### src/rtl/cic_pkg.sv
// Shared width derivations, ratio clamping and the default accumulator type for the CIC integrator front end.
package cic_pkg;

  function automatic int unsigned acc_width(int unsigned dw, int unsigned ns, int unsigned max_r);
    return dw + ns * $clog2(max_r);
  endfunction

  function automatic int unsigned ratio_width(int unsigned max_r);
    return $clog2(max_r + 1);
  endfunction

  // Ratio 0 behaves as 1; anything above max_r saturates to max_r.
  function automatic int unsigned clamp_ratio(int unsigned r, int unsigned max_r);
    if (r == 0) return 1;
    if (r > max_r) return max_r;
    return r;
  endfunction

  localparam int unsigned DEF_ACC_WIDTH = acc_width(16, 3, 16);

  typedef logic signed [DEF_ACC_WIDTH-1:0] acc_t;

endpackage

### src/rtl/cic_integrator.sv
// One wrap-around integrator stage; acc_nxt_c exposes the value the accumulator takes on the next enabled edge.
module cic_integrator #(
  parameter int unsigned W = 28
) (
  input  logic                clk,
  input  logic                rst_n,
  input  logic                en,
  input  logic signed [W-1:0] in_data,
  output logic signed [W-1:0] acc_q,
  output logic signed [W-1:0] acc_nxt_c
);

  logic signed [W-1:0] acc_d;

  always_comb begin
    acc_nxt_c = acc_q + in_data;
    acc_d     = acc_q;
    if (en) acc_d = acc_nxt_c;
  end

  always_ff @(posedge clk or negedge rst_n) begin
    if (!rst_n) acc_q <= '0;
    else        acc_q <= acc_d;
  end

endmodule

### src/rtl/cic_integ_decim.sv
// CIC decimator front half: cascaded integrators plus a programmable-ratio downsampler.
// Define CIC_DECIM_SYNC_EN to add the sync port that restarts the decimation frame.
module cic_integ_decim
  import cic_pkg::*;
#(
  parameter int unsigned DATA_WIDTH = 16,
  parameter int unsigned NUM_STAGES = 3,
  parameter int unsigned MAX_R      = 16,
  parameter int unsigned ACC_WIDTH  = acc_width(DATA_WIDTH, NUM_STAGES, MAX_R),
  parameter int unsigned RW         = ratio_width(MAX_R)
) (
  input  logic                        clk,
  input  logic                        rst_n,
  input  logic                        in_valid,
  input  logic signed [DATA_WIDTH-1:0] in_data,
  input  logic [RW-1:0]               ratio,
  output logic                        out_valid,
  output logic signed [ACC_WIDTH-1:0] out_data
`ifdef CIC_DECIM_SYNC_EN
  ,
  input  logic                        sync
`endif
);

  logic signed [ACC_WIDTH-1:0] stage_in [NUM_STAGES];
  logic signed [ACC_WIDTH-1:0] acc      [NUM_STAGES];
  logic signed [ACC_WIDTH-1:0] acc_nxt  [NUM_STAGES];

  assign stage_in[0] = ACC_WIDTH'(in_data);

  // Each stage adds the previous stage's pre-update value.
  for (genvar k = 0; k < NUM_STAGES; k++) begin : g_stage
    if (k > 0) begin : g_link
      assign stage_in[k] = acc[k-1];
    end
    cic_integrator #(.W(ACC_WIDTH)) u_integ (
      .clk       (clk),
      .rst_n     (rst_n),
      .en        (in_valid),
      .in_data   (stage_in[k]),
      .acc_q     (acc[k]),
      .acc_nxt_c (acc_nxt[k])
    );
  end

  logic [RW-1:0]               cnt_q, cnt_d;
  logic [RW-1:0]               ratio_q, ratio_d;
  logic                        out_valid_q, out_valid_d;
  logic signed [ACC_WIDTH-1:0] out_data_q, out_data_d;
  logic [RW-1:0]               ratio_cl;
  logic [RW-1:0]               eff_r;
  logic                        term;

  // The ratio is sampled only at frame start so a mid-frame change waits for the next frame.
  always_comb begin
    ratio_cl    = RW'(clamp_ratio(32'(ratio), MAX_R));
    eff_r       = (cnt_q == '0) ? ratio_cl : ratio_q;
    term        = in_valid && (cnt_q == eff_r - RW'(1));
    cnt_d       = cnt_q;
    ratio_d     = ratio_q;
    out_valid_d = 1'b0;
    out_data_d  = out_data_q;
    if (in_valid) begin
      cnt_d = term ? '0 : cnt_q + RW'(1);
      if (cnt_q == '0) ratio_d = ratio_cl;
      if (term) begin
        out_valid_d = 1'b1;
        out_data_d  = acc_nxt[NUM_STAGES-1];
      end
    end
`ifdef CIC_DECIM_SYNC_EN
    // Sync restarts the frame; a coincident sample still integrates but is not counted.
    if (sync) begin
      cnt_d       = '0;
      ratio_d     = ratio_cl;
      out_valid_d = 1'b0;
      out_data_d  = out_data_q;
    end
`endif
  end

  always_ff @(posedge clk or negedge rst_n) begin
    if (!rst_n) begin
      cnt_q       <= '0;
      ratio_q     <= RW'(1);
      out_valid_q <= 1'b0;
      out_data_q  <= '0;
    end else begin
      cnt_q       <= cnt_d;
      ratio_q     <= ratio_d;
      out_valid_q <= out_valid_d;
      out_data_q  <= out_data_d;
    end
  end

  assign out_valid = out_valid_q;
  assign out_data  = out_data_q;

endmodule
### config.mk
export PLATFORM = sky130hd
export DESIGN_NAME = cic_integ_decim
export DESIGN_NICKNAME = d
export VERILOG_FILES = /design/src/rtl/cic_pkg.sv /design/src/rtl/cic_integrator.sv /design/src/rtl/cic_integ_decim.sv
export SDC_FILE = /design/constraint.sdc
export NUM_CORES = 1
export LEC_CHECK = 0
export CAP_MARGIN = 25
export CORE_UTILIZATION = 40
export CTS_CLUSTER_DIAMETER = 120
export CTS_CLUSTER_SIZE = 25
export DETAILED_ROUTE_END_ITERATION = 7
export PLACE_DENSITY = 0.68
export SLEW_MARGIN = 30
export SYNTH_ARGS = -nofsm -noshare
export SYNTH_HDL_FRONTEND = slang
export SYNTH_SLANG_ARGS = --single-unit
### constraint.sdc
create_clock -name clk -period 4.2 [get_ports clk]
set_clock_uncertainty 0.15 [all_clocks]
set_input_delay 1.26 -clock clk [delete_from_list [all_inputs] [get_ports clk]]
set_output_delay 1.26 -clock clk [all_outputs]
set_load 0.01 [all_outputs]
# Word-level counts from Yosys, hierarchy flattened
# Cells that the tools add are included.
[word_totals] register_bits=123 in_bits=24 output_inout_bits=29 word_cells=29
[classes] addsub=5 order_cmp=1 n_eq_ne=1 muxes=11 reduce_logical=4
[ops] operator="$add A28 B28 Y28" count=2
[ops] operator="$add A28 B16 Y28" count=1
[ops] operator="$mux W5" count=5
[ops] operator="$logic_not A5 Y1" count=2
[ops] operator="$mux W1" count=6
[ops] operator="$add A5 B1 Y5 const B" count=1
[ops] operator="$eq A5 B5 Y1" count=1
[ops] operator="$gt A5 B5 Y1 const B" count=1
[ops] operator="$sub A5 B1 Y5 const B" count=1
[ops] operator="$reduce_and A2 Y1" count=1
[ops] operator="$logic_and A1 B1 Y1" count=1

# Longest topological paths before layout
# Gate-level depths: netlist of run 1.
[logic_depth] depth_word=11 ltp_mapped=15 depth_no_buf=13

# Modules after synthesis
# A second synthesis of run 1 with hierarchy kept.
[hier_totals] hier_cells=1008 hier_area_um2=9615.5
[modules_own_cells] mod="cic_integrator at g_stage[0].u_integ ..." n_inst=2 cells_each=295 area_per_inst_um2=2617.5 seq_area_each_um2=700.7
[modules_own_cells] mod="cic_integrator at g_stage[2].u_integ" n_inst=1 cells_each=287 area_per_inst_um2=2592.5 seq_area_each_um2=700.7
[modules_own_cells] mod="cic_integ_decim" n_inst=1 cells_each=131 area_per_inst_um2=1788.0 seq_area_each_um2=977.2

# Worst setup path after synthesis of run 1
# No wires, ideal clock.
[synth_timing] path_kind="in2reg" startpoint="in in_data[0]" endpoint="reg g_stage[0].u_integ.acc_q[12]" setup_ns=0.125 t_arrival_ns=3.223 path_slack_ns=0.702 stages=11 n_path_buf=0 cell_sequence="ha_1 > inv_1 > fa_1 > nor2b_1 > o31a_1 > o31ai_1 > a21oi_1 > or3_1 > a21oi_1 > xnor2_1 > mux2_2"
[synth_via] elab_chain_cells=1
[synth_lines] element="start: declaration" line_no="cic_integ_decim.sv:15" text="input logic signed [DATA_WIDTH-1:0] in_data,"
[synth_lines] element="$add A28 B16 Y28" line_no="cic_integrator.sv:16" text="acc_nxt_c = acc_q + in_data;"
[synth_lines] element="end signal: assignment" line_no="cic_integrator.sv:22" text="if (!rst_n) acc_q <= '0;"
[synth_lines] element="end signal: assignment" line_no="cic_integrator.sv:23" text="else acc_q <= acc_d;"
[synth_lines] element="end: declaration" line_no="cic_integrator.sv:9" text="output logic signed [W-1:0] acc_q,"
# Every way passes these cells.
# A chain may end at the register's enable or synchronous reset.

# Worst setup path in the final report of run 1
[layout_timing] startpoint="in in_data[0]" endpoint="reg g_stage[0].u_integ.acc_q[22]"
# The elaborated chain is that of the path after synthesis.

==> reports/results.ini, run 1 <==
[placed_design]
gp_congestion=0.872
dp.final_hpwl_um=15700
port_buffers=52

[layout]
most-common-layout-cells=dfrtp_1, ha_1, a21oi_1, nand2_1, mux2_2
drive_above_1_share_pct=13.2
fillerInstances=2113
final_nets=1149
final_common_cell=dfrtp_1
diodes=0
areaGrowthSynthToFinish_pct=16.0

[clock_tree]
clkSinkCount=123
post_cts_buffers=0
holdBufCountCts=0
cts.clk_slew.worst_paths_ps=60
clkLatencyLatePin_ps=430
cts-root-buf=clkbuf_16
cts_buffers=17
clk_path_buf_depth=2
htreeDepth=4
cts_tree=yes
cts_resized=0

[synth]
synth_edf_count=0
ys_seq_area_share_pct=33.1
ys.warnings.count=0
syn-cell-area_mm2=0.00932
synth_cell_types=75
synth_top_area_share_pct=32.8
async_flop_share_pct=100
syn_area_per_cell_um2=9.47
yosys_most_used_dff=dfrtp_1
synth_cells=984
ys_top_cells_by_area=dfrtp_1, ha_1, mux2_2
synth_fp_nets=1095
synth_area_leader_cell=dfrtp_1
synth.ff_latch_count=123

[worst_setup_path]
path_max_fanout=3
crit_path_start_kind=input port
endpoint=g_stage[0].u_integ.acc_q[22]
reg2regPathDepth=11
reg2reg_slack_ps=680
crit_path_end_kind=register
crit_chain=clkdlybuf4s50_1, ha_1, inv_1, fa_1, nor2b_1, o31a_1, o31ai_1, o21ai_0, buf_4, o21bai_1, nand2_1, xor2_1, mux2_2
r2r-end=g_stage[2].u_integ.acc_q[20]
cpLargestDelayFamily=compound AO/OA/AOI/OAI gates
startpoint=in_data[0]
reg2reg_from=g_stage[1].u_integ.acc_q[0]
critPathArrivalTime_ps=3910
critPathMaxStageDelay_ps=400
crit_slowest_cell=clkdlybuf4s50_1
worst-endpoint-required_ps=4360
path_buf_inv=3
cp.depth=13
crit_type=in -> reg

[sta]
worst_pin_slew_ps=874
maxSlewViolCount=0
rsz0062_at_grt=false
slew-limit-headroom_pct=41.0
max_freq_mhz=267
final_hold_viol_count=0
fin_crit_sh_pct=89.3
setup-tns-final_ps=0
fin_crit_ps=3750
setup_viol_count_final=0

[detailed_routing]
firstDrtPassIters=5
wl_per_cell_um=16.0
drc=0
first_iter_violations=414
final_antenna_net_count=0
routed_wl_um=21400
vias=7651
routed_via_density=5.73

[floorplanning]
rows=55
pin_count=53
dieArea_mm2=0.0239
die_h_um=155
core_mm2=0.0227
initial_core_util_pct=41.0
die_w_um=155

[global_routing]
first_global_vias=7289
grt.total_usage_pct=18.6
grt_first_pass_wirelength_um=35900
antenna_found_initial=0
overflow=0
grt_max_degree=115

[status]
status=completed

[run]
cap_viol_max_count=0

[min_path]
hp-class=reg -> reg

[metrics by stage]
stage / std cells / setup slack [ps] / hold slack (ps) / util, % / area [um^2]
after floorplan: 984 / 702 / 312 / - / 9320
after global placement: 1304 / 17.8 / 331 / 44.9 / 10200
after detailed placement: 1304 / -1.18 / 332 / 44.9 / 10200
after CTS: 1336 / 452 / 343 / 47.6 / 10800
after global routing: 1336 / 221 / 361 / 47.6 / 10800
final: 1336 / 448 / 344 / 47.6 / 10800
[cell families after synthesis]
group	share of synthesized area, %
flops	33.1
buf+inv	3.28
compound gates	22.1
fa+ha+maj	11.9
xor+xnor	4.61
mux	10.1
simple gates	14.9
[cell type report]
class,instances,area (um^2),area share [%]
multi-input cells,791,5930,54.9
repair buffers,73,711,6.58
clock buffers,24,492,4.55
well taps,285,357,3.30
flip-flops and latches,123,3080,28.5
clock inverters,8,115,1.07
inverters,32,120,1.11
[Yosys cell counts (all sizes together), types with 8 or more instances]
| cell type | instances |
|---|---|
| inv | 32 |
| a211o | 8 |
| mux2 | 73 |
| nand3 | 22 |
| nor3 | 22 |
| or3 | 13 |
| ha | 84 |
| nor2b | 17 |
| o21bai | 15 |
| xnor2 | 34 |
| nand4 | 13 |
| a21boi | 8 |
| a21oi | 69 |
| mux2i | 10 |
| o211ai | 9 |
| o21ai | 48 |
| nand2 | 67 |
| a211oi | 17 |
| o21a | 22 |
| clkbuf | 27 |
| nor2 | 67 |
| o31ai | 13 |
| o311ai | 10 |
| dfrtp | 122 |
| xor2 | 15 |
| a21o | 30 |
| a31oi | 11 |
| buf | 11 |
[routing by layer]
| layer | GRT usage [%] | part of all wire [%] |
|---|---|---|
| met3 | 2.49 | 2.9 |
| met5 | 0 | 0 |
| met2 | 29.6 | 45 |
| met1 | 25.9 | 51 |
| met4 | 6.36 | 1.5 |
[flip-flops by register name, summed over array words and instances (netlist names)]
| name | flops |
|---|---|
| g_stage.u_integ.acc_q | 84 |
| out_data | 28 |
| cnt_q | 5 |
| ratio_q | 5 |
| out_valid | 1 |
[worst reg2reg max path, delay by kind of cell, from the launching register on]
kind | cells | cell delay (ps)
AOI/OAI and AO/OA | 4 | 1220
and+or+nand+nor | 2 | 570
adders and majority gates | 2 | 460
DFF | 1 | 400
xor gates and xnor gates | 1 | 350
muxes | 1 | 230
buffers and inverters | 1 | 80
[how the worst min path moves through the flow]
stage | start | end | slack (ps) | cells past startpoint
6_report | g_stage[2].u_integ.acc_q[27] | g_stage[2].u_integ.acc_q[27] | 340 | 1
5_1_grt | g_stage[2].u_integ.acc_q[27] | g_stage[2].u_integ.acc_q[27] | 360 | 1
4_1_cts | g_stage[2].u_integ.acc_q[27] | g_stage[2].u_integ.acc_q[27] | 340 | 1
3_5_place_dp | g_stage[2].u_integ.acc_q[27] | g_stage[2].u_integ.acc_q[27] | 330 | 1
3_3_place_gp | g_stage[2].u_integ.acc_q[27] | g_stage[2].u_integ.acc_q[27] | 330 | 1
2_1_floorplan | g_stage[1].u_integ.acc_q[27] | g_stage[1].u_integ.acc_q[27] | 310 | 1
Power of run 1 is left out: the tool's default activity adds up to more than one toggle a clock period on the data nets, which glitch-free logic cannot reach.
==> run 2: changes to the inputs <==
--- a/config.mk
+++ b/config.mk
@@ -10,7 +10,9 @@
 export CTS_CLUSTER_DIAMETER = 120
 export CTS_CLUSTER_SIZE = 25
 export DETAILED_ROUTE_END_ITERATION = 7
-export PLACE_DENSITY = 0.68
+export DONT_BUFFER_PORTS = 1
+export PLACE_DENSITY = 0.65
+export SKIP_CTS_REPAIR_TIMING = 1
 export SLEW_MARGIN = 30
 export SYNTH_ARGS = -nofsm -noshare
 export SYNTH_HDL_FRONTEND = slang
==> run 2 against run 1 <==
Against the previous run: worst setup slack better by 260 ps; register-to-register slack better by 30 ps; sequential share of layout area up 1.9 points; critical path type is now reg -> reg; global-route usage fell by 0.14 points; clock-buffer cell count decreased by 7; flip-flop and latch count stayed put; non-clock buffer count down 69; via count is 2.8% lower; critical path depth shrank 2; core utilization shrank 2.9 points; largest cell class unchanged; cell count is 5.2% lower; design area is 6.1% lower.
==> reports/results.ini, run 2 (synthesized netlist as in run 1, its figures left out) <==
[sta]
fin_crit_ps=3490  ; was 3750 ps
fin_crit_sh_pct=83.2  ; was 89.3%
max_freq_mhz=286  ; was 267 MHz
rsz0062_at_grt=false  ; unchanged
worst_pin_slew_ps=843  ; was 874 ps
setup-tns-final_ps=0  ; unchanged
setup_viol_count_final=0  ; unchanged
maxSlewViolCount=0  ; unchanged
slew-limit-headroom_pct=43.1  ; was 41.0%
final_hold_viol_count=0  ; unchanged

[layout]
final_nets=1080  ; was 1149
final_common_cell=dfrtp_1  ; unchanged
final_cells=1267  ; was 1336
areaGrowthSynthToFinish_pct=8.89  ; was 16.0%
most-common-layout-cells=dfrtp_1, ha_1, a21oi_1, nand2_1, mux2_2  ; unchanged
top_register=g_stage.u_integ.acc_q  ; unchanged
drive_above_1_share_pct=12.5  ; was 13.2%
largest_reg_flops=84  ; unchanged
diodes=0  ; unchanged

[detailed_routing]
wl_per_cell_um=16.4  ; was 16.0 um
drc=0  ; unchanged
vias=7434  ; was 7651
routed_via_density=5.87  ; was 5.73
first_iter_violations=497  ; was 414
routed_wl_um=20800  ; was 21400 um
final_antenna_net_count=0  ; unchanged
firstDrtPassIters=5  ; unchanged

[global_routing]
antenna_found_initial=0  ; unchanged
grt_max_degree=124  ; was 115
overflow=0  ; unchanged
grt.total_usage_pct=18.5  ; was 18.6%
first_global_vias=7124  ; was 7289
grt_first_pass_wirelength_um=35900  ; about the same

[placed_design]
gp_congestion=0.845  ; was 0.872
port_buffers=0  ; was 52
dp.final_hpwl_um=15000  ; was 15700 um
dp.cells=1235  ; was 1304

[floorplanning]
core_mm2=0.0227  ; unchanged
die_w_um=155  ; unchanged
initial_core_util_pct=41.0  ; unchanged
pin_count=53  ; unchanged
rows=55  ; unchanged
die_h_um=155  ; unchanged
dieArea_mm2=0.0239  ; unchanged

[clock_tree]
cts-root-buf=clkbuf_16  ; unchanged
clkSinkCount=123  ; unchanged
clkLatencyLatePin_ps=420  ; was 430 ps
cts_buffers=17  ; unchanged
cts_tree=yes  ; unchanged
htreeDepth=4  ; unchanged
clk_path_buf_depth=2  ; unchanged
cts.clk_slew.worst_paths_ps=60  ; about the same

[status]
status=completed  ; unchanged

[worst_setup_path]
critPathArrivalTime_ps=3650  ; was 3910 ps
crit_path_end_kind=register  ; unchanged
path_max_fanout=38  ; was 3
worst-endpoint-required_ps=4350  ; was 4360 ps
crit_path_start_kind=register  ; was input port
crit_type=reg -> reg  ; was in -> reg

[min_path]
hp-class=reg -> reg  ; unchanged

[run]
cap_viol_max_count=0  ; unchanged

==> run 2: layout make-up <==
cell class / count / area (um^2)
Clock buffer: 17 / 425
Clock inverter: 15 / 189
Fill cell: 2209 / 12600
Inverter: 32 / 120
Multi-Input combinational cell: 791 / 5930
Sequential cell: 123 / 3080
Tap cell: 285 / 357
Timing Repair Buffer: 4 / 42.5
==> run 2: per-stage QoR <==
step,utilization (%),area [um^2],hold slack [ps],worst slack [ps]
floorplan,-,9320,312,702
global placement,42.0,9530,329,383
detailed placement,42.0,9530,343,328
CTS,44.7,10100,356,695
global route,44.7,10100,362,400
finish,44.7,10100,347,705
==> run 2: final timing paths <==
| check | slack, ps | to | startpoint | cells past startpoint |
|---|---|---|---|---|
| max in group asynchronous | 3230 | ratio_q[0] | rst_n | 0 |
| hold / removal | 350 | g_stage[2].u_integ.acc_q[27] | g_stage[2].u_integ.acc_q[27] | 1 |
| min in group asynchronous | 380 | g_stage[0].u_integ.acc_q[2] | rst_n | 0 |
| hold reg to reg | 350 | g_stage[2].u_integ.acc_q[27] | g_stage[2].u_integ.acc_q[27] | 1 |
| setup reg to reg | 710 | out_data[2] | cnt_q[0] | 11 |
| setup / recovery | 710 | out_data[2] | cnt_q[0] | 11 |
==> run 2: worst max-delay path, cell delays in order (launching register included) <==
cell and delay [ps]:
dfrtp_1 400, inv_1 170, ha_1 200, or4b_4 490, o31a_1 360, ha_1 270, o311a_1 130, o311ai_2 250
o21ai_2 160, nor2_4 170, buf_12 240, mux2_2 360
==> run 2: metal layers <==
metal	GRT usage [%]	up-vias	routed length, um	part of all wire [%]
li1	-	3691	-	-
met1	26.6	3589	10800	52
met2	27.7	141	8950	43
met3	4.43	13	925	4.4
met4	4.62	0	180	0.86
met5	0	-	0	0
Power of run 2 is left out for the same reason.
